**config.mk**
```make
export PLATFORM = sky130hd
export DESIGN_NAME = cpu_sequencer
export DESIGN_NICKNAME = d
export VERILOG_FILES = /design/src/rtl/cpu_sequencer.sv
export SDC_FILE = /design/constraint.sdc
export NUM_CORES = 1
export LEC_CHECK = 0
export BUFFER_PORTS_ARGS = -buffer_cell sky130_fd_sc_hd__buf_4
export CORE_UTILIZATION = 46
export DETAILED_ROUTE_END_ITERATION = 8
export PLACE_DENSITY = 0.75
export SYNTH_ARGS = -nofsm -noshare
export SYNTH_HDL_FRONTEND = slang
export SYNTH_SLANG_ARGS = --single-unit
export TNS_END_PERCENT = 50
```
**constraint.sdc**
```tcl
create_clock -name clock -period 1.8 [get_ports clock]
set_input_delay 0.36 -clock clock [delete_from_list [all_inputs] [get_ports clock]]
set_output_delay 0.36 -clock clock [all_outputs]
set_load 0.01 [all_outputs]
```
**src/rtl/cpu_sequencer.sv**
```systemverilog
// Three-cycle (FETCH/DECODE/EXEC) instruction sequencer for the 4-bit X/Y/Z/ULA datapath.
// Decodes 8-bit ROM words into one-cycle registered function codes with a start/busy/done handshake.
module cpu_sequencer #(
    parameter int          ADDR_W    = 4,
    parameter logic [2:0]  REG_HOLD  = 3'd0,
    parameter logic [2:0]  REG_LOAD  = 3'd1,
    parameter logic [2:0]  REG_CLEAR = 3'd2,
    parameter logic [2:0]  REG_SHR   = 3'd3,
    parameter logic [2:0]  REG_SHL   = 3'd4
) (
    input  logic              clock,
    input  logic              reset_n,
    input  logic              start,
    input  logic [7:0]        rom_data,
    input  logic              y_zero,
    output logic [ADDR_W-1:0] rom_addr,
    output logic [3:0]        imm,
    output logic [2:0]        Tx,
    output logic [2:0]        Ty,
    output logic [2:0]        Tz,
    output logic [2:0]        Tula,
    output logic              busy,
    output logic              done,
    output logic              illegal
);

    typedef enum logic [2:0] {
        S_IDLE,
        S_FETCH,
        S_DECODE,
        S_EXEC,
        S_HALTED
    } state_t;

    localparam logic [3:0] OP_NOP  = 4'h0;
    localparam logic [3:0] OP_LDX  = 4'h1;
    localparam logic [3:0] OP_ALU  = 4'h2;
    localparam logic [3:0] OP_MVZ  = 4'h3;
    localparam logic [3:0] OP_CLR  = 4'h4;
    localparam logic [3:0] OP_SHY  = 4'h5;
    localparam logic [3:0] OP_JMP  = 4'h6;
    localparam logic [3:0] OP_JZ   = 4'h7;
    localparam logic [3:0] OP_HALT = 4'hF;

    state_t            state;
    logic [ADDR_W-1:0] pc;
    logic [7:0]        ir;

    // Jump operands are 4 bits wide regardless of the PC width.
    function automatic logic [ADDR_W-1:0] jump_target(input logic [3:0] operand);
        return ADDR_W'(operand);
    endfunction

    function automatic logic is_illegal(input logic [3:0] op);
        return (op >= 4'h8) && (op <= 4'hE);
    endfunction

    assign rom_addr = pc;

    always_ff @(posedge clock or negedge reset_n) begin
        if (!reset_n) begin
            state   <= S_IDLE;
            pc      <= '0;
            ir      <= 8'h00;
            imm     <= 4'h0;
            Tx      <= REG_HOLD;
            Ty      <= REG_HOLD;
            Tz      <= REG_HOLD;
            Tula    <= 3'd0;
            busy    <= 1'b0;
            done    <= 1'b0;
            illegal <= 1'b0;
        end else begin
            // Codes and done are single-cycle strobes; they fall back every cycle unless re-asserted.
            Tx   <= REG_HOLD;
            Ty   <= REG_HOLD;
            Tz   <= REG_HOLD;
            Tula <= 3'd0;
            done <= 1'b0;

            case (state)
                S_IDLE, S_HALTED: begin
                    if (start) begin
                        pc      <= '0;
                        illegal <= 1'b0;
                        busy    <= 1'b1;
                        state   <= S_FETCH;
                    end
                end

                S_FETCH: state <= S_DECODE;

                S_DECODE: begin
                    ir <= rom_data;
                    if (rom_data[7:4] == OP_HALT) begin
                        busy  <= 1'b0;
                        done  <= 1'b1;
                        state <= S_HALTED;
                    end else begin
                        state <= S_EXEC;
                    end
                    case (rom_data[7:4])
                        OP_LDX: begin
                            imm <= rom_data[3:0];
                            Tx  <= REG_LOAD;
                        end
                        OP_ALU: begin
                            Tula <= rom_data[2:0];
                            Ty   <= REG_LOAD;
                        end
                        OP_MVZ: Tz <= REG_LOAD;
                        OP_CLR: begin
                            Tx <= REG_CLEAR;
                            Ty <= REG_CLEAR;
                            Tz <= REG_CLEAR;
                        end
                        OP_SHY: Ty <= rom_data[0] ? REG_SHL : REG_SHR;
                        default: ;
                    endcase
                end

                S_EXEC: begin
                    state <= S_FETCH;
                    case (ir[7:4])
                        OP_JMP: pc <= jump_target(ir[3:0]);
                        OP_JZ:  pc <= y_zero ? jump_target(ir[3:0]) : pc + ADDR_W'(1);
                        default: pc <= pc + ADDR_W'(1);
                    endcase
                    if (is_illegal(ir[7:4])) begin
                        illegal <= 1'b1;
                    end
                end

                default: begin
                    busy  <= 1'b0;
                    state <= S_IDLE;
                end
            endcase
        end
    end

    logic unused_nop;
    assign unused_nop = (OP_NOP == 4'h0);

endmodule
```
Word level (Yosys, flattened, before mapping)
Cells that the tools add are included.
- flip-flop bits (word level): 34
- bits of input ports: 12
- output and inout bits: 23
- logic and storage cells: 63
- add/sub/neg operators: 1
- order comparisons: 2
- equality and inequality tests: 15
- mux-type cells: 24
- bitwise logic cells: 1
- reductions and logical operators: 9
- operator list (operator ; number):
    $mux 3 ; 6
    $eq 4x3->1 const B ; 4
    $pmux 4 s2 ; 2
    $pmux 3 s4 ; 1
    $pmux 3 s3 ; 1
    $eq 4x2->1 const B ; 2
    $mux 4 ; 2
    $pmux 2 s2 ; 2
    $eq 3x2->1 const B ; 2
    $mux 1 ; 6
    $ne 2x2->1 const B ; 3
    $reduce_and 3->1 ; 2
    $add 4x1->4 const B ; 1
    $eq 4x1->1 const B ; 1
    $eq 4x4->1 const B ; 1
    $ge 4x4->1 const B ; 1
    $le 4x4->1 const B ; 1
    $mux 2 ; 2
    $reduce_and 2->1 ; 2
    $reduce_or 2->1 ; 2
    $eq 3x1->1 const B ; 1
    $eq 3x3->1 const B ; 1
    $logic_not 3->1 ; 1
    $pmux 1 s3 ; 1
    other kinds (4) ; 4

Longest topological paths before layout
- depth in word-level cells: 4
- gate-level depth with buffers: 5
- mapped depth without buffers: 4

Worst setup path before layout
Ideal clock, no wire load.
- path type: register to register
- start: register state[2]
- end: register imm[0]
- arrival: 1600 ps
- slack: 75 ps
- cell stages (with the launch flop): 4
- path buffers: 0
- period minus slack after synthesis: 1725 ps
- cells stage by stage: dfrtp_1 > or4b_4 > nor4b_4 > mux2_2
- word-level cells in the longest chain between the ends: 2
- RTL lines (item ; line ; RTL):
    start, declared ; 45 ; state_t state;
    start signal, assigned ; 62 ; state <= S_IDLE;
    start signal, assigned ; 87 ; state <= S_FETCH;
    start signal, assigned ; 91 ; S_FETCH: state <= S_DECODE;
    $eq 3x2->1 ; 81 ; case (state)
    $reduce_and 2->1 (no line) ; - ;
    end signal, assigned ; 104 ; imm <= rom_data[3:0];
    end, declared ; 17 ; output logic [3:0] imm,
Every way passes these cells.
A chain may end at the register's enable or synchronous reset.

Worst setup path after layout
- start: register state[0]
- end: register imm[1]
Same word-level chain as after synthesis.

==> results.txt <==
----------------------------------------------------
[Timing]
  Post-route minimum period ... 1760 ps
  Headroom to the max-slew limit ... 0.668
  Setup TNS ... 0 ps
  Setup violators final ... 0
  Unrepaired setup endpoints after global routing ... yes
  Share of the clock period used by the worst path ... 0.976
  Worst Setup Slack, final ... about 43 ps
  Final-report max-slew violation count ... 0
  Maximum frequency from static timing analysis ... 569 MHz
  Final worst clock skew ... approximately 7.5 ps
  Count of final hold-check violations ... 0
  Transition time at the pin with the least slew margin ... 495 ps

[Synth]
  Post-synth ARST share ... 1.00
  Mean cell area of the mapped netlist ... 12.2 sq um
  Distinct cells, synth ... 34
  Post-synth EDFFs ... 0
  Prevailing post-synth register cell ... sky130_fd_sc_hd__dfrtp_1
  Area of the mapped netlist ... 1370 sq um
  Number of storage elements in the synthesis netlist ... 32
  Post-synthesis instance total ... 112
  Yosys synthesis warning count ... 0
  Dominant cell type by area after synthesis ... sky130_fd_sc_hd__dfrtp_1
  Top post-synthesis cells by area ... sky130_fd_sc_hd__dfrtp_1, sky130_fd_sc_hd__mux2_2, sky130_fd_sc_hd__nor2_1, sky130_fd_sc_hd__mux2i_1, sky130_fd_sc_hd__nand2_1
  Proportion of netlist area held by the largest area contributor ... 0.586
  Sequential-to-total area share from yosys stat ... 0.586

[Setup path]
  Origin of the critical flop-to-flop path ... state[0]$_DFFE_PN0P_
  Critical Path Source ... state[0]$_DFFE_PN0P_
  Setup crit end kind ... flip-flop
  Data required time of the critical path ... 2020 ps
  Crit start category ... flip-flop
  Max FO, Critical Path ... 5
  Signal arrival time at the worst endpoint ... around 2000 ps
  Category of the critical setup timing path ... reg2reg

[Power]
  Worst vdd ir ... 0.000930 V
  Total power divided by cell area ... between 1000 and 1500 nW/um^2
  Pwr Total ... 0.00237 W
  Reported leakage power ... 0.841 nW

[Global routing]
  Combined global-route utilization of all metal layers ... 0.188
  Overflow left after global routing ... 0
  Via count of the first global-routing pass ... between 1000 and 1500
  First-pass GRT wire length ... 4570 microns
  Maximum number of pins on one net before global-route repair ... 33
  Antenna violations before repair ... 0

[Routing]
  Post-detailed-route via-to-cell ratio ... 5.35
  Detailed-route wire length per cell ... 13.4 microns
  Count of antenna-violating nets left after detailed routing ... 0
  Drc violations ... 0
  Number of vias after detailed routing ... 1001
  1st-pass router iterations ... 4
  Drt total wl ... 2500 microns
  Number of DRC violations after detailed-routing iteration 0 ... 21

[Finish]
  Net total in the final layout ... ~170
  Area of all placed cells without fillers ... 1740 sq um
  Share of cells above drive strength 1 ... 0.397
  Filler cell count in the final layout ... 233
  Synth-to-Final Area Change ... 27.0%
  Antenna diode instance count ... 0

[Clocking]
  Clock tree from TritonCTS ... yes
  Number of buffers on the longest clock path ... 2
  H-tree lvl count ... 2
  Clock buffers created by TritonCTS ... 5
  Clock input transition at the sequential cells of the worst setup and hold paths ... 90 ps
  Clk_lat worst skew ... 320 ps
  Buffer cell driving the clock tree root ... sky130_fd_sc_hd__clkbuf_4
  Total clock sinks ... 32
  Cts repair resizes ... 0

[Floorplan]
  Core ar. ... 2780 sq um
  I/O pin count ... 35
  Standard-cell row count ... 19
  DIE HEIGHT ... 56.5 microns
  Die width ... approximately 57 microns
  Starting density of the core ... 0.491
  Die area ... 3190 sq um

[Place]
  Gp weighted congestion ... 0.754
  Worst Setup Slack post-DPL ... -122 ps
  Port bufs ... 32
  Placed cell areas ... 1670 sq um
  Final HPWL DP ... 1860 microns

[Flow run]
  Max-capacitance violation count ... 0

[Outcome]
  Result of the run ... complete, no violations

[Min path]
  Worst hold path class ... in2reg
  Hold path startpoint ... rom_data[0]

----------------------------------------------------
==> state kept, by name, summed over array words and instances (netlist names) <==
name      cells
ir            8
imm           4
rom_addr      4
Tula          3
Ty            3
state         3
Tx            2
Tz            2
busy          1
done          1
illegal       1
==> per-layer routing <==
metal	global-route usage	up-vias	share of wire
li1	-	483	-
met1	0.235	484	0.43
met2	0.311	29	0.50
met3	0.0622	5	0.054
met4	0.0523	0	0.013
met5	0	-	0
==> critical path: stages (launching register included) <==
cell and delay [ps]:
sky130_fd_sc_hd__dfrtp_1 390, sky130_fd_sc_hd__or4b_4 550, sky130_fd_sc_hd__nor4b_4 220, sky130_fd_sc_hd__buf_4 170, sky130_fd_sc_hd__mux2_2 330
==> repair_timing <==
| action | 4_1_cts | 5_1_grt |
|---|---|---|
| cloned | 0 | 0 |
| hold buffers | 1 | 0 |
| setup buffers | 1 | 0 |
| setup endpoints to repair | 4 | 4 |
| endpoints found under the hold margin | 32 | 0 |
==> placed cells by master, fill, tap and decap left out, types with 2 or more instances in the layout <==
cell	Yosys	layout
sky130_fd_sc_hd__mux2i_1	3	3
sky130_fd_sc_hd__and2_1	3	3
sky130_fd_sc_hd__nor2b_1	2	2
sky130_fd_sc_hd__clkbuf_4	0	5
sky130_fd_sc_hd__nand3b_1	3	3
sky130_fd_sc_hd__nand2_1	8	8
sky130_fd_sc_hd__a21oi_1	4	4
sky130_fd_sc_hd__conb_1	1	2
sky130_fd_sc_hd__buf_4	2	39
sky130_fd_sc_hd__or4b_2	2	2
sky130_fd_sc_hd__nor2_1	11	11
sky130_fd_sc_hd__dfrtp_1	32	32
sky130_fd_sc_hd__nand2b_1	2	2
sky130_fd_sc_hd__mux2_2	11	11
sky130_fd_sc_hd__o21ai_0	5	5
sky130_fd_sc_hd__nand3_1	3	3
==> cells in the mapped netlist, drive strengths merged, types with 3 or more instances <==
library cell and n:
mux2i 3, nand3 3, nand2 8, nand3b 3, and2 3, nor2 12
a21oi 4, mux2 11, o21ai 5, or4b 3, dfrtp 32
==> power breakdown <==
group / internal (W) / switching (W)
logic: 0.000493 / 0.000427
registers: 0.000939 / 0.000142
clock network: 0.000144 / 0.000221
==> area by class of cell <==
type                       instances  area [sq um]  share of cell area
sequential                        32           801               0.461
multi-input combinational         76           543               0.313
timing repair buffer              40           303               0.174
clock buffer                       6          41.3              0.0238
tap                               31          38.8              0.0224
clock inverter                     1          5.00             0.00288
inverter                           1          3.75             0.00216
==> worst paths after layout <==
| kind | endpoint | depth (start not counted) | slack [ps] |
|---|---|---|---|
| max | imm[1]$_DFFE_PN0P_ | 4 | 40 |
| min | Ty[1]$_DFF_PN0_ | 2 | 260 |
| max reg2reg | imm[1]$_DFFE_PN0P_ | 4 | 40 |
| min reg2reg | illegal$_DFFE_PN0P_ | 1 | 510 |
| max in group asynchronous | Ty[1]$_DFF_PN0_ | 2 | 1020 |
| min in group asynchronous | rom_addr[1]$_DFFE_PN0P_ | 2 | 490 |
==> cell families after synthesis <==
group | after synthesis | synth area share
flip-flops | 32 | 0.586
other | 1 | 0.00274
AO/OA/AOI/OAI | 14 | 0.0650
adder cells (fa/ha/maj) | 1 | 0.00916
multiplexers | 14 | 0.113
buffers and inverters | 5 | 0.0192
AND/OR/NAND/NOR | 45 | 0.205
==> per-stage QoR <==
step / util / hold WS [ps] / instances
after global placement: 0.601 / 309 / 178
after floorplan: - / 64.4 / 113
final: 0.624 / 256 / 187
after detailed placement: 0.601 / 317 / 178
after CTS: 0.624 / 235 / 187
after global routing: 0.624 / 250 / 187
Power figures use the tool's default switching activity.
